[config.mk]
export PLATFORM = sky130hd
export DESIGN_NAME = leaf_uplink_arbiter_flat
export DESIGN_NICKNAME = d
export VERILOG_FILES = /design/src/rtl/leaf_uplink_arbiter_pkg.sv /design/src/rtl/leaf_uplink_arbiter_if.sv /design/src/rtl/leaf_uplink_arbiter_picker.sv /design/src/rtl/leaf_uplink_arbiter.sv /design/src/flat_wrapper.sv
export SDC_FILE = /design/constraint.sdc
export NUM_CORES = 1
export LEC_CHECK = 0
export CAP_MARGIN = 30
export CORE_MARGIN = 4
export CORE_UTILIZATION = 44
export CTS_CLUSTER_DIAMETER = 50
export DETAILED_ROUTE_END_ITERATION = 10
export PLACE_DENSITY = 0.87
export SYNTH_ARGS = -nofsm -noshare
export SYNTH_HDL_FRONTEND = slang
export SYNTH_SLANG_ARGS = --single-unit
[constraint.sdc]
create_clock -name clk -period 6.6 [get_ports clk]
set_input_delay 1.32 -clock clk [delete_from_list [all_inputs] [get_ports clk]]
set_output_delay 1.32 -clock clk [all_outputs]
set_load 0.005 [all_outputs]
[src/rtl/leaf_uplink_arbiter_pkg.sv]
// Shared NoC flit definitions and the arbiter's burst FSM state type.
package leaf_uplink_arbiter_pkg;

  localparam int unsigned NOC_DATA_W   = 16;
  localparam int unsigned NOC_HEADER_W = 6;
  localparam int unsigned NOC_GROUP_W  = 4;
  localparam int unsigned NOC_LEAF_W   = 2;
  localparam int unsigned NOC_N_LEAF   = 4;

  typedef logic [NOC_DATA_W-1:0] flit_t;

  typedef enum logic {
    StIdle,
    StBurst
  } burst_state_e;

  // Header occupies the top bits: {group, leaf}.
  function automatic logic [NOC_HEADER_W-1:0] flit_header(input flit_t f);
    return f[NOC_DATA_W-1 -: NOC_HEADER_W];
  endfunction

  function automatic logic [NOC_GROUP_W-1:0] flit_group(input flit_t f);
    return f[NOC_DATA_W-1 -: NOC_GROUP_W];
  endfunction

  function automatic logic [NOC_LEAF_W-1:0] flit_leaf(input flit_t f);
    return f[NOC_DATA_W-NOC_GROUP_W-1 -: NOC_LEAF_W];
  endfunction

endpackage

[src/rtl/leaf_uplink_arbiter_if.sv]
// Requester-side valid/ready bundle plus router-side registered output of the uplink arbiter.
interface leaf_uplink_arbiter_if #(
  parameter int unsigned N_REQ  = 4,
  parameter int unsigned DATA_W = 16
);
  localparam int unsigned IDX_W = $clog2(N_REQ);

  logic [N_REQ*DATA_W-1:0] req_data;
  logic [N_REQ-1:0]        req_valid;
  logic [N_REQ-1:0]        req_ready;
  logic [DATA_W-1:0]       out_data;
  logic                    out_valid;
  logic                    out_ready;
  logic [IDX_W-1:0]        grant_idx;

  // Arbiter side.
  modport slave (
    input  req_data, req_valid, out_ready,
    output req_ready, out_data, out_valid, grant_idx
  );

  // Environment side: NIs and router.
  modport master (
    output req_data, req_valid, out_ready,
    input  req_ready, out_data, out_valid, grant_idx
  );

endinterface

[src/rtl/leaf_uplink_arbiter_picker.sv]
// Combinational round-robin picker: first set request at or after i_ptr, wrapping modulo N.
module leaf_uplink_arbiter_picker #(
  parameter int unsigned N = 4
) (
  input  logic [N-1:0]         i_req,
  input  logic [$clog2(N)-1:0] i_ptr,
  output logic [N-1:0]         o_grant,
  output logic [$clog2(N)-1:0] o_idx,
  output logic                 o_any
);
  localparam int unsigned IDX_W = $clog2(N);

  always_comb begin
    logic        w_found;
    int unsigned w_pos;
    w_found = 1'b0;
    w_pos   = 0;
    o_grant = '0;
    o_idx   = '0;
    for (int unsigned k = 0; k < N; k++) begin
      w_pos = (32'(i_ptr) + k) % N;
      if (!w_found && i_req[w_pos]) begin
        w_found        = 1'b1;
        o_grant[w_pos] = 1'b1;
        o_idx          = IDX_W'(w_pos);
      end
    end
    o_any = |i_req;
  end

endmodule

[src/rtl/leaf_uplink_arbiter.sv]
// N_REQ-to-1 round-robin uplink arbiter with a 1-entry output register.
// Optional `ARB_BURST_EN: keep the grant on one requester for up to MAX_BURST flits.
module leaf_uplink_arbiter
  import leaf_uplink_arbiter_pkg::*;
#(
  parameter int unsigned N_REQ     = 4,
  parameter int unsigned DATA_W    = NOC_DATA_W,
  parameter int unsigned MAX_BURST = 4
) (
  input logic                 clk,
  input logic                 reset,
  leaf_uplink_arbiter_if.slave bus
);
  localparam int unsigned IDX_W = $clog2(N_REQ);

  logic [DATA_W-1:0] r_out_data;
  logic              r_out_valid;
  logic [IDX_W-1:0]  r_grant_idx;
  logic [IDX_W-1:0]  r_rr_ptr;

  logic              w_load_en;
  logic [N_REQ-1:0]  w_elig;
  logic [N_REQ-1:0]  w_grant;
  logic [IDX_W-1:0]  w_idx;
  logic              w_any;
  logic              w_accept;
  logic [IDX_W-1:0]  w_ptr_next;
  logic [DATA_W-1:0] w_sel_data;

  assign w_load_en  = !r_out_valid || bus.out_ready;
  assign w_accept   = w_load_en && w_any && !reset;
  assign w_ptr_next = (w_idx == IDX_W'(N_REQ - 1)) ? '0 : w_idx + 1'b1;
  assign w_sel_data = bus.req_data[32'(w_idx)*DATA_W +: DATA_W];

  leaf_uplink_arbiter_picker #(
    .N (N_REQ)
  ) u_picker (
    .i_req   (w_elig),
    .i_ptr   (r_rr_ptr),
    .o_grant (w_grant),
    .o_idx   (w_idx),
    .o_any   (w_any)
  );

`ifdef ARB_BURST_EN
  localparam int unsigned CNT_W = 4;

  burst_state_e     r_state, w_state_d;
  logic [IDX_W-1:0] r_lock, w_lock_d;
  logic [CNT_W-1:0] r_burst_cnt, w_cnt_d;

  always_ff @(posedge clk or posedge reset) begin
    if (reset) begin
      r_state     <= StIdle;
      r_lock      <= '0;
      r_burst_cnt <= '0;
    end else begin
      r_state     <= w_state_d;
      r_lock      <= w_lock_d;
      r_burst_cnt <= w_cnt_d;
    end
  end

  always_comb begin
    w_state_d = r_state;
    w_lock_d  = r_lock;
    w_cnt_d   = r_burst_cnt;
    unique case (r_state)
      StIdle: begin
        if (w_accept && (MAX_BURST > 1)) begin
          w_state_d = StBurst;
          w_lock_d  = w_idx;
          w_cnt_d   = CNT_W'(1);
        end
      end
      StBurst: begin
        // A load slot with the locked requester idle ends the burst without a grant.
        if (w_load_en && !bus.req_valid[r_lock]) begin
          w_state_d = StIdle;
          w_cnt_d   = '0;
        end else if (w_accept) begin
          w_cnt_d = r_burst_cnt + 1'b1;
          if (w_cnt_d == CNT_W'(MAX_BURST)) begin
            w_state_d = StIdle;
            w_cnt_d   = '0;
          end
        end
      end
      default: w_state_d = StIdle;
    endcase
  end

  always_comb begin
    w_elig = bus.req_valid;
    if (r_state == StBurst) w_elig = bus.req_valid & (N_REQ'(1) << r_lock);
  end
`else
  assign w_elig = bus.req_valid;
`endif

  // rr_ptr always advances past the winner; in burst mode this equals lock+1 on exit.
  always_ff @(posedge clk or posedge reset) begin
    if (reset) begin
      r_out_data  <= '0;
      r_out_valid <= 1'b0;
      r_grant_idx <= '0;
      r_rr_ptr    <= '0;
    end else if (w_accept) begin
      r_out_data  <= w_sel_data;
      r_out_valid <= 1'b1;
      r_grant_idx <= w_idx;
      r_rr_ptr    <= w_ptr_next;
    end else if (bus.out_ready) begin
      r_out_valid <= 1'b0;
    end
  end

  assign bus.req_ready = w_accept ? w_grant : '0;
  assign bus.out_data  = r_out_data;
  assign bus.out_valid = r_out_valid;
  assign bus.grant_idx = r_grant_idx;

endmodule

[src/flat_wrapper.sv]
// flat-port wrapper written by rule: the top's interface ports become plain ports
module leaf_uplink_arbiter_flat import leaf_uplink_arbiter_pkg::*;
#(
  parameter int unsigned N_REQ     = 4,
  parameter int unsigned DATA_W    = NOC_DATA_W,
  parameter int unsigned MAX_BURST = 4
)
  (clk, reset, bus_req_data, bus_req_valid, bus_out_ready, bus_req_ready, bus_out_data, bus_out_valid, bus_grant_idx);
  leaf_uplink_arbiter_if #(.N_REQ(N_REQ), .DATA_W(DATA_W)) bus_i ();
  input logic clk;
  input logic reset;
  input wire logic [$bits(bus_i.req_data)-1:0] bus_req_data;
  input wire logic [$bits(bus_i.req_valid)-1:0] bus_req_valid;
  input wire logic [$bits(bus_i.out_ready)-1:0] bus_out_ready;
  output wire logic [$bits(bus_i.req_ready)-1:0] bus_req_ready;
  output wire logic [$bits(bus_i.out_data)-1:0] bus_out_data;
  output wire logic [$bits(bus_i.out_valid)-1:0] bus_out_valid;
  output wire logic [$bits(bus_i.grant_idx)-1:0] bus_grant_idx;
  assign bus_i.req_data = bus_req_data;
  assign bus_i.req_valid = bus_req_valid;
  assign bus_i.out_ready = bus_out_ready;
  assign bus_req_ready = bus_i.req_ready;
  assign bus_out_data = bus_i.out_data;
  assign bus_out_valid = bus_i.out_valid;
  assign bus_grant_idx = bus_i.grant_idx;
  leaf_uplink_arbiter #(.N_REQ(N_REQ), .DATA_W(DATA_W), .MAX_BURST(MAX_BURST)) u_core (.clk(clk), .reset(reset), .bus(bus_i));
endmodule
==> metrics <==
final setup TNS=0 ns; area fraction of the dominant cell type after synthesis=approximately 28%; Compound-Gate Fraction of Synth Area=approximately 15%; placeable core area=between 0.004 and 0.005 mm^2; CP peak stage delay=0.61 ns; Max Slew Vio Count=0; starting density of the core=46.06%; multi-input logic area=about 0.0012 mm^2; non-filler instance count after layout=between 300 and 400; width of the chip=72.94 um; Worst Skew=0.005670 ns; register area=525.5 um^2; R2R depth=9; Overall Global Routing Usage=18.41%; syn avg cell area=~9.3 um^2; Cells after DPL=330; ratio of cells with drive above 1 in the final layout=8.803%; wire length per cell=between 10 and 15 um; outcome=completed; final worst path period share=between 80 and 90%; clock latency on the worst-skew pair=0.26 ns; Syn Nets=approximately 280; Synth Cell Area=0.001856 mm^2; Syn-to-layout area delta=53.14%; First-pass DRT Iterations=4; commonest non-fill, non-tap cell in the layout=clkdlybuf4s50_1; Finished Cell Area=around 0.0028 mm^2; Gates resized, CTS repair=0; Critical Path RT=roughly 5.3 ns; clk root buf=clkbuf_8; post-layout util=approximately 70%; global placement routability congestion=0.8357; Antenna diodes=0; max_cap viols=0; highest-count cells in the layout ignoring fill and taps=clkdlybuf4s50_1, mux2i_1, nand2_1; Rel. slew slack=48.72%; hold-fix buffers at CTS=0; Post CTS Setup Buffer Count=0; Placement Cell Area=around 0.0028 mm^2; port buffer count=slightly above 90; xor and xnor fraction of the mapped netlist area=0.4720%; simple-gate share of the synthesized area=around an eighth; Buf/Inv on CP=2; Synth async-reset ratio=100.0%; vias=between 1500 and 2000; type of origin of the critical path=input port; Least-Margin Pin Slew=0.7692 ns; pin count of the biggest net entering global routing=35; DRC errors left=0; number of global-route vias before repair=1696; total CTS buffers=3; Crit. path cell count=8; fill count=~320; Worst Hold Depth=2; CTS clk-pin slew, worst paths=0.07 ns; Tmin final=5.329 ns; dpl hpwl=3.965 mm; Max Fclk=0.1876 GHz; Mapped Cells=200; number of I/O pins=94; Yosys cell types=37; worst vdd ir=a little under 0.2 mV; CP Class=input port to output port; element type at the critical path end=output port; Synth area leaders=dfrtp_1, mux2i_1, mux2_2, ha_1, o21ai_1; sequential fraction of the synthesis area=about 28%; largest area contributor in the netlist=dfrtp_1; # clock sinks=21; Final Hold Fails=0; EDFF count, synth=0; residual overflow from global routing=0; Crit-path slowest cell=mux4_2; detailed-route wire length=roughly 4.9 mm; RSZ-0062 raised after global routing=no; Yosys reg bits=21; nets=around 360; largest family of logic cells by synthesized area=multiplexers; CTS tree=yes; Setup violations, final=0; ys flop type=dfrtp_1; antenna-violating nets left=0; H-tree Lvls=1; Worst Path Arrival=roughly 4 ns; worst min-delay path class=register to register; leakage=approximately 1.2 nW; clock tree buffer depth=2; Synth Area in Adders=under 10%; multiplexer share of the synthesized area=31.69%; initial antenna violation count=0; Crit Path Max Fanout=11; die area=0.005320 mm^2; # rows=23; Die H=between 70 and 80 um; cell family with most CP delay=buffers and inverters; YS warnings=0; DRT iter0 DRCs=84; vias per cell=roughly 5.2; crit-path cells=clkdlybuf4s50_1, mux4_2, nor2b_1, a22oi_1, nor2_1, a221oi_1, nor2_1, clkdlybuf4s50_1; pwr dens=a little under 400 mW/mm^2; first-pass GRT wire length=7.734 mm
kinds of logic (layout without fill, tap and decap cells):
kind of cell    count (synthesis)  count (layout)
compound gates                 41              41
buf+inv                        21             105
xor+xnor                        1               1
flops                          21              21
mux                            53              53
simple gates                   55              55
fa+ha+maj                       8               8
worst paths after layout:
check	start	to	slack, ns
setup reg to reg	u_core.r_rr_ptr[0]	u_core.bus.out_data[12]	2.73
hold / removal	u_core.bus.out_data[3]	u_core.bus.out_data[3]	0.49
hold reg to reg	u_core.bus.out_data[3]	u_core.bus.out_data[3]	0.49
setup / recovery	bus_req_valid[2]	bus_req_ready[3]	1.27
max in group asynchronous	reset	u_core.bus.out_valid	4.98
min in group asynchronous	reset	u_core.bus.out_data[11]	1.40
area by class of cell:
| class | count | area share [%] |
|---|---|---|
| clock buffer | 3 | 1.453 |
| clock inverter | 1 | 0.1761 |
| inverter | 4 | 0.5284 |
| tap | 50 | 2.202 |
| sequential | 21 | 18.49 |
| multi-input combinational | 158 | 43.33 |
| timing repair buffer | 97 | 33.82 |
metal layers:
metal	GRT usage, %	routed length (um)	up-vias	share of wire (%)
met2	32.26	2377	67	49
li1	-	-	886	-
met4	4.713	59	0	1.2
met3	6.749	458	6	9.4
met1	21.14	1965	765	40
met5	0	0	-	0
state kept, by name, indices dropped and copies added (netlist names):
name	cells
u_core.bus.grant_idx	2
u_core.r_rr_ptr	2
u_core.bus.out_data	16
u_core.bus.out_valid	1
power by group:
group	switching, W	total [W]	internal (W)
logic	0.000341	0.000767	0.000426
registers	0.0000585	0.000246	0.000188
clock network	0.0000416	0.0000836	0.0000420
stage by stage:
stage	setup WS (ns)	total power [W]	hold WS, ns
6_report	1.271	0.001096	0.4865
4_1_cts	1.265	0.001107	0.4875
5_1_grt	1.066	0.001190	0.5142
2_1_floorplan	2.519	0.0007685	0.4698
3_5_place_dp	1.269	0.001021	0.4693
3_3_place_gp	1.426	0.001002	0.4672
cells in the mapped netlist, types with 2 or more instances:
master    count
a31oi_1       3
o21ai_0       3
nor3_1        3
nand2b_1      3
buf_2         7
mux2i_1      34
nand2_1      24
ha_1          8
o21ai_1      18
buf_6         3
inv_1         4
nor2_1       16
a221oi_1      4
clkbuf_1      6
mux4_2        3
mux2_2        9
mux2_1        7
nor2b_1       2
a21oi_1       2
a22oi_1       4
dfrtp_1      21
worst register-to-register path, stage by stage (launching register included):
cell	delay (ns)
dfrtp_1	0.85
inv_1	0.27
ha_1	0.53
mux4_2	0.42
nor2b_1	0.55
o21ai_1	0.24
o41ai_4	0.10
buf_4	0.31
mux2_1	0.38
o21ai_1	0.13
Power figures use the tool's default switching activity.
